===== src/rtl/oversample_voter_if.sv =====
// Bus between the RX control FSM and the oversampling majority voter.
//   master : drives rx_in, dat_samp_en, edge_cnt, prescale; observes the vote
//   slave  : the voter; returns sampled_bit, bit_valid, noise_err, cfg_err
interface oversample_voter_if #(
  parameter int PRESC_W = 6
);
  logic               rx_in;
  logic               dat_samp_en;
  logic [PRESC_W-1:0] edge_cnt;
  logic [PRESC_W-1:0] prescale;
  logic               sampled_bit;
  logic               bit_valid;
  logic               noise_err;
  logic               cfg_err;

  modport master (
    output rx_in, dat_samp_en, edge_cnt, prescale,
    input  sampled_bit, bit_valid, noise_err, cfg_err
  );

  modport slave (
    input  rx_in, dat_samp_en, edge_cnt, prescale,
    output sampled_bit, bit_valid, noise_err, cfg_err
  );
endinterface


===== src/rtl/oversample_voter.sv =====
// Oversampling majority voter for a UART-style receiver.
// Takes NUM_SAMP samples of the (optionally synchronised) serial line centred
// on the middle of the bit period and votes on them one edge past the last
// sample point.
// Ports:
//   clk   : clock, rising edge
//   rst   : synchronous active-high reset
//   bus   : oversample_voter_if.slave
//           in : rx_in, dat_samp_en, edge_cnt, prescale
//           out: sampled_bit, bit_valid (1-cycle strobe), noise_err, cfg_err
module oversample_voter #(
  parameter int PRESC_W  = 6,
  parameter int NUM_SAMP = 3,
  parameter int SYNC_EN  = 1
) (
  input  logic               clk,
  input  logic               rst,
  oversample_voter_if.slave  bus
);

  localparam int H     = (NUM_SAMP - 1) / 2;
  localparam int CNT_W = $clog2(NUM_SAMP + 1);
  localparam int EW    = PRESC_W + 1;

  typedef logic [EW-1:0]    ew_t;
  typedef logic [CNT_W-1:0] cnt_t;

  function automatic logic vote_bit(input cnt_t ones);
    return ones > cnt_t'(H);
  endfunction

  function automatic logic vote_noise(input cnt_t ones);
    return (ones != '0) && (ones != cnt_t'(NUM_SAMP));
  endfunction

  logic rx_s;

  // Input synchroniser stage
  if (SYNC_EN != 0) begin : g_sync
    logic sync1_q, sync2_q;
    always_ff @(posedge clk) begin
      if (rst) begin
        sync1_q <= 1'b0;
        sync2_q <= 1'b0;
      end else begin
        sync1_q <= bus.rx_in;
        sync2_q <= sync1_q;
      end
    end
    assign rx_s = sync2_q;
  end else begin : g_nosync
    assign rx_s = bus.rx_in;
  end

  logic [PRESC_W-1:0] edge_q;
  cnt_t ones_q, ones_d;
  cnt_t taken_q, taken_d;
  logic bit_q, bit_d;
  logic noise_q, noise_d;
  logic valid_q, valid_d;
  logic cfg_q, cfg_d;

  // One extra bit of headroom so centre/offset sums never wrap.
  ew_t edge_w, c_w, h_w, v_w;
  logic fresh, in_win, at_vote;

  assign edge_w  = {1'b0, bus.edge_cnt};
  assign c_w     = {1'b0, bus.prescale} >> 1;
  assign h_w     = ew_t'(H);
  assign v_w     = c_w + h_w + ew_t'(1);
  // Lower bound written as edge+H >= C to avoid subtracting below zero.
  assign in_win  = ((edge_w + h_w) >= c_w) && (edge_w <= (c_w + h_w));
  assign at_vote = (edge_w == v_w);
  // A stalled edge counter must not re-trigger a sample or vote.
  assign fresh   = (bus.edge_cnt != edge_q);
  assign cfg_d   = ({1'b0, bus.prescale} < ew_t'(NUM_SAMP + 3));

  always_comb begin
    ones_d  = ones_q;
    taken_d = taken_q;
    bit_d   = bit_q;
    noise_d = noise_q;
    valid_d = 1'b0;
    if (cfg_q || !bus.dat_samp_en || (bus.edge_cnt == '0)) begin
      ones_d  = '0;
      taken_d = '0;
    end else if (fresh && at_vote) begin
      // Vote only if every sample point of this period was captured.
      if (taken_q == cnt_t'(NUM_SAMP)) begin
        bit_d   = vote_bit(ones_q);
        noise_d = vote_noise(ones_q);
        valid_d = 1'b1;
      end
      ones_d  = '0;
      taken_d = '0;
    end else if (fresh && in_win && (taken_q != cnt_t'(NUM_SAMP))) begin
      taken_d = taken_q + cnt_t'(1);
      ones_d  = ones_q + cnt_t'(rx_s);
    end
  end

  // Accumulator / vote register stage
  always_ff @(posedge clk) begin
    if (rst) begin
      edge_q  <= '0;
      ones_q  <= '0;
      taken_q <= '0;
      bit_q   <= 1'b0;
      noise_q <= 1'b0;
      valid_q <= 1'b0;
      cfg_q   <= 1'b0;
    end else begin
      edge_q  <= bus.edge_cnt;
      ones_q  <= ones_d;
      taken_q <= taken_d;
      bit_q   <= bit_d;
      noise_q <= noise_d;
      valid_q <= valid_d;
      cfg_q   <= cfg_d;
    end
  end

  assign bus.sampled_bit = bit_q;
  assign bus.bit_valid   = valid_q;
  assign bus.noise_err   = noise_q;
  assign bus.cfg_err     = cfg_q;

endmodule


===== src/flat_wrapper.sv =====
// flat-port wrapper written by rule: the top's interface ports become plain ports
module oversample_voter_flat 
#(
  parameter int PRESC_W  = 6,
  parameter int NUM_SAMP = 3,
  parameter int SYNC_EN  = 1
)
  (clk, rst, bus_rx_in, bus_dat_samp_en, bus_edge_cnt, bus_prescale, bus_sampled_bit, bus_bit_valid, bus_noise_err, bus_cfg_err);
  oversample_voter_if #(.PRESC_W(PRESC_W)) bus_i ();
  input  logic clk;
  input  logic rst;
  input wire logic [$bits(bus_i.rx_in)-1:0] bus_rx_in;
  input wire logic [$bits(bus_i.dat_samp_en)-1:0] bus_dat_samp_en;
  input wire logic [$bits(bus_i.edge_cnt)-1:0] bus_edge_cnt;
  input wire logic [$bits(bus_i.prescale)-1:0] bus_prescale;
  output wire logic [$bits(bus_i.sampled_bit)-1:0] bus_sampled_bit;
  output wire logic [$bits(bus_i.bit_valid)-1:0] bus_bit_valid;
  output wire logic [$bits(bus_i.noise_err)-1:0] bus_noise_err;
  output wire logic [$bits(bus_i.cfg_err)-1:0] bus_cfg_err;
  assign bus_i.rx_in = bus_rx_in;
  assign bus_i.dat_samp_en = bus_dat_samp_en;
  assign bus_i.edge_cnt = bus_edge_cnt;
  assign bus_i.prescale = bus_prescale;
  assign bus_sampled_bit = bus_i.sampled_bit;
  assign bus_bit_valid = bus_i.bit_valid;
  assign bus_noise_err = bus_i.noise_err;
  assign bus_cfg_err = bus_i.cfg_err;
  oversample_voter #(.PRESC_W(PRESC_W), .NUM_SAMP(NUM_SAMP), .SYNC_EN(SYNC_EN)) u_core (.clk(clk), .rst(rst), .bus(bus_i));
endmodule

===== config.mk =====
export PLATFORM = sky130hd
export DESIGN_NAME = oversample_voter_flat
export DESIGN_NICKNAME = d
export VERILOG_FILES = /design/src/rtl/oversample_voter_if.sv /design/src/rtl/oversample_voter.sv /design/src/flat_wrapper.sv
export SDC_FILE = /design/constraint.sdc
export NUM_CORES = 1
export LEC_CHECK = 0
export CORE_AREA = 2 2 53 60
export CTS_BUF_LIST = sky130_fd_sc_hd__clkbuf_8 sky130_fd_sc_hd__clkbuf_16
export DETAILED_ROUTE_END_ITERATION = 16
export DIE_AREA = 0 0 55 62
export PLACE_DENSITY = 0.8
export SYNTH_ARGS = -nofsm -noshare
export SYNTH_HDL_FRONTEND = slang
export SYNTH_SLANG_ARGS = --single-unit

===== constraint.sdc =====
create_clock -name clk -period 2.2 [get_ports clk]
set_input_delay 0.22 -clock clk [delete_from_list [all_inputs] [get_ports clk]]
set_output_delay 0.22 -clock clk [all_outputs]
set_load 0.01 [all_outputs]

# After elaboration in Yosys (flattened, before gate mapping)
# Cells that the tools add are included.
# op_classes
n_addsub	5
order_cmp	4
n_eq_ne	5
n_mux	1
bitwise_logic	2
n_reduce_logical	13
# op_table
op	count
$add A6 B1 Y7 const B	1
$add A7 B1 Y7 const B	1
$eq A6 B7 Y1	1
$ge A7 B5 Y1	1
$le A6 B7 Y1	1
$add A5 B1 Y6 const B	1
$logic_not A6 Y1	1
$lt A6 B3 Y1 const B	1
$ne A6 B6 Y1	1
$reduce_or A3 Y1	2
$logic_and A1 B1 Y1	5
$ne A2 B2 Y1 const B	2
$reduce_and A3 Y1	1
$add A2 B1 Y2	1
$add A2 B1 Y2 const B	1
$eq A2 B2 Y1 const B	1
$gt A2 B1 Y1 const B	1
$logic_or A1 B1 Y1	2
$not A1 Y1	2
$reduce_bool A2 Y1	1
$logic_not A1 Y1	1
$mux W1	1
# word_totals
ff_bits	16
inputBits	16
output_inout_bits	4

# Logic depth before layout (Yosys ltp)
# depth
ltp_word	6
ltp_mapped	11
mapped_depth_nobuf	11

# Worst setup path after synthesis
# Ideal clock, no wire load.
# synth_timing
path_type	input to register
startpoint	input port bus_prescale[1]
endpoint	register u_core.ones_q[1]
setup_ns	0.116
arrival_time_ns	2.119
slack_ns	-0.036
stages	10
path_buffers	0
path_cell_list	ha_1 > xnor2_2 > ha_1 > and3b_1 > o21ai_0 > a21boi_0 > nor4_2 > nand2_1 > xnor2_1 > nor2_1
# synth_between
elab_chain_len	5
# synth_lines
element	line	rtl
start: declaration	flat_wrapper.sv:15	input wire logic [$bits(bus_i.prescale)-1:0] bus_prescale;
$add A5 B1 Y6	oversample_voter.sv:70, oversample_voter.sv:72	
$add A7 B1 Y7 or $le A6 B7 Y1 (tied branches)	oversample_voter.sv:70, oversample_voter.sv:72	
$eq A6 B7 Y1 or $logic_and A1 B1 Y1 (tied branches)	oversample_voter.sv:73, oversample_voter.sv:72	
$logic_and A1 B1 Y1, on equally long branches	oversample_voter.sv:87, oversample_voter.sv:96	
$reduce_or A3 Y1 (no source line) or $logic_and A1 B1 Y1 (tied branches)	--	
end signal: assignment	oversample_voter.sv:114	ones_q <= ones_d;
end: declaration	oversample_voter.sv:56	cnt_t ones_q, ones_d;
# Several ways; a longest one is shown, not always the timed one.
# A chain may end at the register's enable or synchronous reset.

# Worst setup path after layout
# layout_timing
startpoint	input port bus_edge_cnt[3]
endpoint	register u_core.taken_q[0]
# layout_between
elab_chain_len	5
# layout_lines
element	line	rtl
start: declaration	flat_wrapper.sv:14	input wire logic [$bits(bus_i.edge_cnt)-1:0] bus_edge_cnt;
$add A6 B1 Y7	oversample_voter.sv:72	assign in_win = ((edge_w + h_w) >= c_w) && (edge_w <= (c_w + h_w));
$ge A7 B5 Y1	oversample_voter.sv:72	
$logic_and A1 B1 Y1	oversample_voter.sv:72	
$logic_and A1 B1 Y1 (2 in a row)	oversample_voter.sv:96	end else if (fresh && in_win && (taken_q != cnt_t'(NUM_SAMP))) begin
end signal: assignment	oversample_voter.sv:115	taken_q <= taken_d;
end: declaration	oversample_voter.sv:57	cnt_t taken_q, taken_d;
# Several ways; a longest one is shown, not always the timed one.

==> metrics.md <==
| Metric | Value |
|---|---|
| Status | complete, no violations |
| Vias in the first global route | around 1100 |
| Die extent in x | between 50 and 60 um |
| H-tree levels | 1 |
| # fillers | around 230 |
| LEAKAGE | roughly 0.85 nW |
| Area growth, synth to finish | 45.0% |
| DR vias/cell | around 5.4 |
| Distinct cells, synth | 42 |
| DIE HEIGHT | slightly above 60 um |
| Mean post-synth cell area | around 9 um^2 |
| Core area | about 0.0029 mm^2 |
| Ratio of cells with drive above 1 in the final layout | 30.2% |
| Max Clock Skew | 0.00271 ns |
| Crit Path Category | in2reg |
| Asr flop ratio synth | 0% |
| DRT Pass-1 Iters | 4 |
| Pin count of the biggest net entering global routing | 15 |
| Post-route ant nets | 0 |
| Placed Cells | between 200 and 250 |
| Post-synth top cells | 18 x ha_1, 16 x dfxtp_1, 14 x xnor2_1 |
| Hold/Removal Path Class | reg2reg |
| Register area | between 300 and 400 um^2 |
| Die area | 0.00341 mm^2 |
| VDD IR max | about 0.42 mV |
| Synth Area in Compound Gates | 10.3% |
| Global-route wire length before repair | around 4.9 mm |
| CP Capture Type | flop |
| Req. time, crit path | between 2 and 2.5 ns |
| Multiplexer share of the synthesized area | about 3.5% |
| Ant. Diodes | 0 |
| Critical path data arrival time | ~2.3 ns |
| CP startpoint kind | input port |
| NumNets Final | ~230 |
| Initial Utilization | around 44% |
| Largest family of logic cells by synthesized area | simple AND/OR/NAND/NOR gates |
| Final Max Tran Viols | 0 |
| Synth Register Bits | 16 |
| Synth Area in Simple Gates | between 20% and 30% |
| Initial antenna violation count | 0 |
| Max_slew headroom | about two thirds |
| Clk pin slew, worst setup/hold paths | 0.06 ns |
| Area of the mapped netlist | between 0.001 and 0.0015 mm^2 |
| Port Buf Inserts | 18 |
| Top-count cell post-synth | ha_1 |
| Max frequency | around 0.47 GHz |
| CTS tree | done |
| Clock buffer depth | 2 |
| Post-synth EDFFs | 0 |
| Adder-Cell Fraction of Synth Area | 17.6% |
| Xor and xnor fraction of the mapped netlist area | 14.9% |
| Rows | 21 |
| Sequential share of the synthesized area | 25.0% |
| Final Setup Violations | 0 |
| Syn Inst Count | around 140 |
| Cell Pwr Density | approximately 450 mW/mm^2 |
| Total CTS buffers | 3 |
| Final Hold Fails | 0 |
| CTS root buf | clkbuf_8 |
| Minimum clock period | between 2 and 2.5 ns |
| Crit path max fanout | 4 |
| Total global-route track usage | just under 20% |
| Non-filler instance count after layout | 226 |
| Syn Nets | between 150 and 200 |
| Num ports | 20 |
| Remaining DRCs | 0 |
| Share of Yosys cell area claimed by the top area cell type | about 25% |
| Post-Route WL | 3.06 mm |
| Slew @ Worst Pin | 0.498 ns |
| Synth area leader | dfxtp_1 |
| Max-cap violations | 0 |
| Routed vias | roughly 1200 |
| Core Util, Final | between 60 and 70% |
| Routed WL per cell | between 10 and 15 um |
| 1st-iter DRT viols | 23 |
| Top cells by area, synth | dfxtp_1 25%, ha_1 18%, xnor2_1 9.6% |
| Multi-input gate area | about 950 um^2 |
| Sink Count | 16 |
| Worst skew pair latency | roughly 0.25 ns |
| Ys flop type | dfxtp_1 |
| YS warnings | 0 |
| DP HPWL | ~2.4 mm |
| Crit share post-route | between 90% and 100% |
| GRT overflow | 0 |
| GPL Wtd Cong | between 0.8 and 0.9 |
-- through the flow --
step           setup TNS, ns  setup WS (ns)  hold slack, ns  cell area [um^2]  total power [mW]
2_1_floorplan        -0.0131        -0.0131           0.348              1300             0.453
3_3_place_gp           -3.23         -0.594           0.432              1730             0.550
3_5_place_dp           -3.60         -0.637           0.427              1730             0.563
4_1_cts                    0        0.00384           0.449              1810             0.829
5_1_grt              -0.0161        -0.0161           0.457              1860             0.884
6_report                   0         0.0694           0.445              1860             0.844
-- routing by layer --
metal	global-route usage, %	vias up	part of all wire, %
li1	-	596	-
met4	6.27	0	0.69
met2	39.8	18	57
met3	2.15	2	1.8
met1	20.7	594	40
met5	0	-	0
-- worst max-delay path, stage by stage --
cell and delay, ns:
clkdlybuf4s50_1 0.59, nand3_1 0.12, xnor2_1 0.15, ha_1 0.28, o21a_1 0.12, a221oi_2 0.27
nor4_2 0.06, buf_4 0.15, buf_4 0.13, xnor2_1 0.13, nor2_1 0.05
-- worst paths after layout --
kind                                    start  slack [ns]  cells past startpoint                                end
max                           bus_edge_cnt[3]        0.07                     11     u_core.taken_q[0]$_SDFFE_PP0P_
min          u_core.g_sync.sync1_q$_SDFF_PP0_        0.44                      1   u_core.g_sync.sync2_q$_SDFF_PP0_
max reg2reg       u_core.edge_q[1]$_SDFF_PP0_        0.47                      7  u_core.bus.noise_err$_SDFFE_PP0P_
min reg2reg  u_core.g_sync.sync1_q$_SDFF_PP0_        0.44                      1   u_core.g_sync.sync2_q$_SDFF_PP0_
-- kinds of logic after synthesis --
kind of cell,Yosys count
AOI/OAI and AO/OA,18
xor gates and xnor gates,21
adders and majority gates,18
buffers and inverters,15
DFF,16
muxes,4
and+or+nand+nor,49
-- area by class of cell --
class | instances | share of cell area [%]
clock buffers | 4 | 2.96
inverters | 8 | 1.62
multi-input cells | 110 | 51.4
flip-flops and latches | 16 | 17.2
well taps | 34 | 2.29
repair buffers | 54 | 24.5
-- registers in the layout, summed over array words and instances, names as in the netlist --
| name | count |
|---|---|
| u_core.ones_q | 2 |
| u_core.bus.bit_valid | 1 |
| u_core.bus.noise_err | 1 |
| u_core.g_sync.sync2_q | 1 |
| u_core.taken_q | 2 |
| u_core.edge_q | 6 |
| u_core.g_sync.sync1_q | 1 |
| u_core.bus.cfg_err | 1 |
| u_core.bus.sampled_bit | 1 |
-- power breakdown --
part           leakage [nW]  total (mW)  internal (mW)  switching [mW]
Clock                0.0288       0.263          0.159           0.104
Combinational         0.693       0.276          0.153           0.123
Sequential            0.131       0.304          0.300         0.00456
-- layout by cell type (no fill, tap or decap), drive strengths merged, types with 2 or more instances in the layout --
cell type      Yosys  layout
or4                2       2
nor2               9       9
a21o               2       2
clkbuf             4       5
nand4              3       3
buf                3      37
clkdlybuf4s50      0      10
nor4               2       2
nand2              2       2
xor2               6       6
dlygate4sd2        0       4
o21ai              5       5
nor3b              2       2
and3b              2       2
ha                18      18
and3               5       5
and4               2       2
inv                8       8
xnor2             15      15
nand3              4       4
nor2b              9       9
nand2b             3       3
mux2i              3       3
dfxtp             16      16
-- what timing repair did --
action	4_1_cts	5_1_grt
pin swaps	10	9
setup buffers	2	2
resized for setup	15	15
setup endpoints to repair	6	6
hold buffers	0	0
gates cloned	0	0
Power figures use the tool's default switching activity.
